<file path="src/rtl/dma_device_endpoint.sv">
// Device-side endpoint of the 8237 single-transfer DMA handshake: raises DREQ,
// answers DACK plus IOR/IOW strobes, and buffers bytes in a small FIFO per direction.
//
//   state  | meaning
//   IDLE   | not armed; bus strobes are ignored
//   ARMED  | armed, waiting for DACK with the active strobe low
//   STROBE | strobe in progress; commit happens on its rising edge
module dma_device_endpoint #(
    parameter int FIFO_DEPTH_LOG2 = 2
) (
    input  logic       clock,
    input  logic       reset_n,
    input  logic       start,
    input  logic       abort,
    input  logic       direction,
    input  logic [7:0] tx_data,
    input  logic       tx_valid,
    output logic       tx_ready,
    output logic [7:0] rx_data,
    output logic       rx_valid,
    input  logic       rx_ready,
    output logic       busy,
    output logic       done,
    output logic       error,
    output logic       dma_request,
    input  logic       dma_acknowledge_n,
    input  logic       io_read_n,
    input  logic       io_write_n,
    input  logic       terminal_count,
    input  logic [7:0] data_bus_in,
    output logic [7:0] data_bus_out,
    output logic       data_bus_out_enable
);
    localparam int DEPTH = 1 << FIFO_DEPTH_LOG2;
    localparam int PW    = FIFO_DEPTH_LOG2;
    localparam int CW    = FIFO_DEPTH_LOG2 + 1;
    localparam logic [CW-1:0] DEPTH_C = CW'(DEPTH);

    typedef enum logic [1:0] {
        IDLE   = 2'd0,
        ARMED  = 2'd1,
        STROBE = 2'd2
    } state_e;

    state_e          state_q, state_d;
    logic            dir_q, dir_d;
    logic            done_q, done_d;
    logic            error_q, error_d;
    logic            dreq_q, dreq_d;
    logic            tc_q, tc_d;
    logic [7:0]      bus_q, bus_d;

    logic [7:0]      tx_mem_q [DEPTH];
    logic [7:0]      tx_mem_d [DEPTH];
    logic [PW-1:0]   tx_wr_q, tx_wr_d, tx_rd_q, tx_rd_d;
    logic [CW-1:0]   tx_cnt_q, tx_cnt_d;

    logic [7:0]      rx_mem_q [DEPTH];
    logic [7:0]      rx_mem_d [DEPTH];
    logic [PW-1:0]   rx_wr_q, rx_wr_d, rx_rd_q, rx_rd_d;
    logic [CW-1:0]   rx_cnt_q, rx_cnt_d;

    logic            strobe_n;
    logic            tx_push, tx_pop;
    logic            rx_push, rx_pop;
    logic            inflight;

    // Only the strobe matching the latched direction moves the handshake.
    assign strobe_n = dir_q ? io_write_n : io_read_n;

    assign tx_ready = (tx_cnt_q != DEPTH_C);
    assign rx_valid = (rx_cnt_q != '0);
    assign tx_push  = tx_valid & tx_ready & ~abort;
    assign rx_pop   = rx_valid & rx_ready & ~abort;

    assign busy                = (state_q != IDLE);
    assign done                = done_q;
    assign error               = error_q;
    assign dma_request         = dreq_q;
    assign data_bus_out        = (tx_cnt_q == '0) ? 8'hFF : tx_mem_q[tx_rd_q];
    assign data_bus_out_enable = ~dma_acknowledge_n & ~io_read_n & busy & ~dir_q;
    assign rx_data             = rx_valid ? rx_mem_q[rx_rd_q] : 8'h00;

    always_comb begin
        state_d  = state_q;
        dir_d    = dir_q;
        done_d   = done_q;
        error_d  = error_q;
        tc_d     = tc_q;
        bus_d    = bus_q;
        tx_mem_d = tx_mem_q;
        tx_wr_d  = tx_wr_q;
        tx_rd_d  = tx_rd_q;
        tx_cnt_d = tx_cnt_q;
        rx_mem_d = rx_mem_q;
        rx_wr_d  = rx_wr_q;
        rx_rd_d  = rx_rd_q;
        rx_cnt_d = rx_cnt_q;
        tx_pop   = 1'b0;
        rx_push  = 1'b0;
        inflight = 1'b0;
        dreq_d   = 1'b0;

        if (start) begin
            done_d  = 1'b0;
            error_d = 1'b0;
        end

        unique case (state_q)
            IDLE: begin
                if (start) begin
                    state_d = ARMED;
                    dir_d   = direction;
                    tc_d    = 1'b0;
                end
            end
            ARMED: begin
                if (!dma_acknowledge_n && !strobe_n) begin
                    state_d = STROBE;
                    bus_d   = data_bus_in;
                    tc_d    = terminal_count;
                end
            end
            STROBE: begin
                if (strobe_n) begin
                    state_d = tc_q ? IDLE : ARMED;
                    tc_d    = 1'b0;
                    if (tc_q) begin
                        done_d = 1'b1;
                    end
                    // An empty TX or full RX at the edge is a spurious strobe.
                    if (!dir_q) begin
                        if (tx_cnt_q != '0) begin
                            tx_pop = 1'b1;
                        end else begin
                            error_d = 1'b1;
                        end
                    end else begin
                        if (rx_cnt_q != DEPTH_C) begin
                            rx_push = 1'b1;
                        end else begin
                            error_d = 1'b1;
                        end
                    end
                end else begin
                    bus_d = data_bus_in;
                    tc_d  = tc_q | terminal_count;
                end
            end
            default: state_d = IDLE;
        endcase

        if (tx_push) begin
            tx_mem_d[tx_wr_q] = tx_data;
            tx_wr_d           = tx_wr_q + PW'(1);
        end
        if (tx_pop) begin
            tx_rd_d = tx_rd_q + PW'(1);
        end
        tx_cnt_d = tx_cnt_q + CW'(tx_push) - CW'(tx_pop);

        if (rx_push) begin
            rx_mem_d[rx_wr_q] = bus_q;
            rx_wr_d           = rx_wr_q + PW'(1);
        end
        if (rx_pop) begin
            rx_rd_d = rx_rd_q + PW'(1);
        end
        rx_cnt_d = rx_cnt_q + CW'(rx_push) - CW'(rx_pop);

        if (abort) begin
            state_d  = IDLE;
            done_d   = 1'b0;
            error_d  = 1'b0;
            tc_d     = 1'b0;
            tx_wr_d  = '0;
            tx_rd_d  = '0;
            tx_cnt_d = '0;
            rx_wr_d  = '0;
            rx_rd_d  = '0;
            rx_cnt_d = '0;
        end

        // Next-cycle view so DREQ drops before the last byte/slot is consumed.
        inflight = (state_d == STROBE);
        if (dir_d) begin
            dreq_d = (DEPTH_C - rx_cnt_d) > CW'(inflight);
        end else begin
            dreq_d = tx_cnt_d > CW'(inflight);
        end
        if ((state_d == IDLE) || tc_d) begin
            dreq_d = 1'b0;
        end
    end

    always_ff @(posedge clock) begin
        if (!reset_n) begin
            state_q  <= IDLE;
            dir_q    <= 1'b0;
            done_q   <= 1'b0;
            error_q  <= 1'b0;
            dreq_q   <= 1'b0;
            tc_q     <= 1'b0;
            bus_q    <= 8'h00;
            tx_mem_q <= '{default: '0};
            tx_wr_q  <= '0;
            tx_rd_q  <= '0;
            tx_cnt_q <= '0;
            rx_mem_q <= '{default: '0};
            rx_wr_q  <= '0;
            rx_rd_q  <= '0;
            rx_cnt_q <= '0;
        end else begin
            state_q  <= state_d;
            dir_q    <= dir_d;
            done_q   <= done_d;
            error_q  <= error_d;
            dreq_q   <= dreq_d;
            tc_q     <= tc_d;
            bus_q    <= bus_d;
            tx_mem_q <= tx_mem_d;
            tx_wr_q  <= tx_wr_d;
            tx_rd_q  <= tx_rd_d;
            tx_cnt_q <= tx_cnt_d;
            rx_mem_q <= rx_mem_d;
            rx_wr_q  <= rx_wr_d;
            rx_rd_q  <= rx_rd_d;
            rx_cnt_q <= rx_cnt_d;
        end
    end

endmodule

</file>
<file path="config.mk">
export PLATFORM = sky130hd
export DESIGN_NAME = dma_device_endpoint
export DESIGN_NICKNAME = d
export VERILOG_FILES = /design/src/rtl/dma_device_endpoint.sv
export SDC_FILE = /design/constraint.sdc
export NUM_CORES = 1
export LEC_CHECK = 0
export ABC_AREA = 0
export BUFFER_PORTS_ARGS = -buffer_cell sky130_fd_sc_hd__buf_4
export CAP_MARGIN = 20
export CORE_UTILIZATION = 59
export DETAILED_ROUTE_END_ITERATION = 7
export PLACE_DENSITY = 0.8
export SYNTH_ARGS = -nofsm -noshare
export SYNTH_HDL_FRONTEND = slang
export SYNTH_SLANG_ARGS = --single-unit
</file>
<file path="constraint.sdc">
create_clock -name clock -period 4 [get_ports clock]
set_clock_uncertainty 0.2 [all_clocks]
set_input_delay 0.4 -clock clock [delete_from_list [all_inputs] [get_ports clock]]
set_output_delay 0.4 -clock clock [all_outputs]
set_load 0.1 [all_outputs]
</file>
==> flow_metrics.py <==
metrics = {
    "power": {
        "p_per_area_nw_per_um2": 321,
        "pwr-share-comb_pct": 9.5,
        "p_clk_share_pct": 34.3,
        "p_sw_mw": 0.432,
        "p_sw_share_pct": 25.7,
        "pwr-share-seq_pct": 56.3,
        "vdd_drop_max_mv": 0.199,
        "power_leakage_nw": 2.31,
        "internal_power_mw": 1.25,
        "power_mw": 1.68,
    },
    "sta": {
        "slew_headroom_pct": 55.9,
        "hold_ws_ns": 0.0923,
        "fin_crit_sh_pct": 93.1,
        "tns_ns": 0,
        "fmax_mhz": 268,
        "worst_slew_pin_slew_ns": 0.662,
        "setup_viol_count_final": 0,
        "grt_setup_unrepaired": "false",
        "min_period_ns": 3.73,
        "hold_viol": 0,
        "timing.final.max_slew_violations": 0,
    },
    "logic_synthesis": {
        "async_reset_ff_share_pct": 0,
        "synth.area.top_cells": "dfxtp_1, mux2i_1, nor2b_1, mux4_2, ha_1",
        "synth.top_cell.area_share_pct": 40.0,
        "syn_inst": 420,
        "yosys.area_share.simple_pct": 22.8,
        "synth_xor_area_share_pct": 2.10,
        "synth_common_cells": "dfxtp_1, nor2b_1, mux2i_1",
        "synth_compound_area_share_pct": 2.26,
        "yosys.area.top_type": "dfxtp_1",
        "synth_edf_count": 0,
        "ys_seq_area_share_pct": 40.0,
        "synth-seq-cells": 93,
        "synth_most_common_cell": "dfxtp_1",
        "syn_nets": 464,
        "syn_area_um2": 4650,
        "yosys.area_share.adder_pct": 4.90,
        "yosysWarningCount": 0,
        "synth_top_family_by_area": "multiplexers",
        "ys.flop_type": "dfxtp_1",
        "synthMuxAreaShare_pct": 24.1,
        "synth_area_per_cell_um2": 11.1,
        "synth_cell_type_count": 43,
    },
    "routing": {
        "via_per_inst": 5.38,
        "first_iter_violations": 123,
        "totalWireLength_mm": 8.64,
        "wl_per_cell_um": 15.2,
        "dr.pass1.iters": 4,
        "drcViolationCount": 0,
        "dr_total_vias": 3050,
        "ant_nets": 0,
    },
    "clocking": {
        "postCtsSetupBuffers": 0,
        "ctsResizeCount": 0,
        "cts.sinks": 93,
        "clock_latency_ns": 0.36,
        "cts_hold_buffers": 0,
        "cts_made_buffers": 9,
        "root_buffer": "clkbuf_8",
        "cts_tree": "built",
        "clock_path_buffers": 2,
        "path_clk_slew_ns": 0.09,
        "cts_max_level": 3,
    },
    "place": {
        "port_buffers": 49,
        "dp_hpwl_mm": 5.94,
        "gp_congestion": 0.818,
    },
    "floorplan": {
        "die_h_um": 90.8,
        "die-area_um2": 8240,
        "die_w_um": 90.8,
        "coreArea_um2": 7690,
        "placement_rows": 32,
        "ios": 50,
        "start_util_pct": 60.5,
    },
    "critical_path": {
        "path_buf_inv": 3,
        "crit_arrival_ns": 3.76,
        "worstSetupEndpointType": "register",
        "path_cells": "and4b_2 > and2_1 > inv_1 > ha_1 > inv_1 > ha_1 > inv_1 > fa_1 > or2_2 > ha_1 > o21bai_1 > nor4b_1 > nor4_2",
        "reg2reg_from": "state_q[1]$_SDFF_PN0_",
        "crit_fanout": 11,
        "cp_slowest_stage_delay_ns": 0.52,
        "path_delay_family": "simple AND/OR/NAND/NOR gates",
        "worst_setup_path_start_kind": "register",
        "reg2regPathDepth": 13,
        "r2r_slack_ns": 0.27,
        "regToRegEndpoint": "dma_request$_SDFF_PP0_",
        "cpMaxStageDelayCell": "dfxtp_1",
        "crit_required_ns": 4.04,
        "critPathKind": "register to register",
    },
    "min_path": {
        "worstHoldStart": "data_bus_in[4]",
        "hold_end": "bus_q[4]$_SDFFE_PN0P_",
        "min_path_cells": 3,
        "hp-class": "input port to register",
    },
    "layout": {
        "area_delta_synth_final_pct": 12.6,
        "num_antenna_cells": 0,
        "layout.nets": 504,
        "drive_gt1_share_pct": 23.7,
    },
    "global_routing": {
        "first_global_vias": 3106,
        "globalRouteOverflowTotal": 0,
        "grt_max_degree": 77,
        "antenna_found_initial": 0,
        "grt_usage_pct": 22.9,
        "grt_pass1_wl_mm": 14.9,
    },
    "status": {
        "status": "completed",
    },
    "run": {
        "cap_violations": 0,
    },
}
## power groups by stage
stage,Clock (mW),Sequential [mW],Combinational [mW]
2_1_floorplan,0,0.964,0.112
6_report,0.575,0.944,0.159
3_3_place_gp,0,0.965,0.157
5_1_grt,0.630,0.946,0.170
3_5_place_dp,0,0.966,0.159
4_1_cts,0.592,0.944,0.160
## per-layer routing
layer / track usage [%] / wire length (µm) / vias to the layer above
met4: 7.94 / 140 / 0
met1: 30.5 / 4190 / 1470
met3: 3.62 / 208 / 13
met2: 37.8 / 4090 / 47
met5: 0 / 0 / -
li1: - / - / 1520
## worst reg2reg max path: cells and delay by family (launching register included)
kind | cells | cell delay (ns)
compound gates | 1 | 0.16
fa+ha+maj | 4 | 1.16
buf+inv | 3 | 0.18
flops | 1 | 0.52
simple gates | 5 | 1.41
## placed cells by master (no fill, tap or decap), types with 2 or more instances in the layout
cell type / n
nand3_4: 8
nor2b_1: 84
o211ai_1: 2
inv_1: 12
or2_2: 10
fa_1: 2
mux4_2: 16
nor4b_2: 2
nor3b_1: 3
nor3_1: 4
clkinv_4: 2
mux2i_1: 75
or3b_1: 3
nand2_1: 3
clkinvlp_4: 2
ha_1: 15
clkbuf_8: 10
xnor3_1: 2
buf_4: 53
nor2_1: 20
nand2b_1: 6
a21oi_1: 6
o21ai_0: 4
and2_1: 4
dfxtp_1: 93
xnor2_1: 6
## sequential cells by signal (all words and copies together) (netlist names)
signal and count:
bus_q 8, error 1, state_q 2, dir_q 1, tx_rd_q 2, tx_mem_q 32, rx_cnt_q 3, tx_cnt_q 3
rx_mem_q 32, dma_request 1, rx_rd_q 2, done 1, rx_wr_q 2, tc_q 1, tx_wr_q 2
## how the worst max path moves through the flow
| stage | from | end | depth (start not counted) |
|---|---|---|---|
| 3_5_place_dp | state_q[1]$_SDFF_PN0_ | dma_request$_SDFF_PP0_ | 13 |
| 2_1_floorplan | dir_q$_SDFF_PN0_ | dma_request$_SDFF_PP0_ | 15 |
| 5_1_grt | state_q[1]$_SDFF_PN0_ | dma_request$_SDFF_PP0_ | 13 |
| 3_3_place_gp | state_q[1]$_SDFF_PN0_ | dma_request$_SDFF_PP0_ | 13 |
| 4_1_cts | state_q[1]$_SDFF_PN0_ | dma_request$_SDFF_PP0_ | 13 |
| 6_report | state_q[1]$_SDFF_PN0_ | dma_request$_SDFF_PP0_ | 13 |
## area by class of cell
| class | instances | area, µm² |
|---|---|---|
| tap | 102 | 128 |
| multi-input combinational | 291 | 2620 |
| clock inverter | 6 | 46.3 |
| fill | 587 | 2450 |
| inverter | 12 | 45.0 |
| timing repair buffer | 53 | 398 |
| sequential | 93 | 1860 |
| clock buffer | 10 | 138 |
## logic make-up after synthesis
group,count (synthesis)
muxes,92
buffers and inverters,36
AOI/OAI and AO/OA,17
and+or+nand+nor,157
adders and majority gates,17
DFF,93
xor gates and xnor gates,8
## per-stage QoR
stage | setup slack [ns] | instances | utilization [%] | instance area [µm²]
global placement | 0.415 | 551 | 65.7 | 5050
global route | 0.0911 | 567 | 68.1 | 5240
CTS | 0.265 | 567 | 68.1 | 5240
floorplan | 0.595 | 420 | - | 4660
detailed placement | 0.296 | 551 | 65.7 | 5050
finish | 0.274 | 567 | 68.1 | 5240
(Power assumes the default switching activity.)
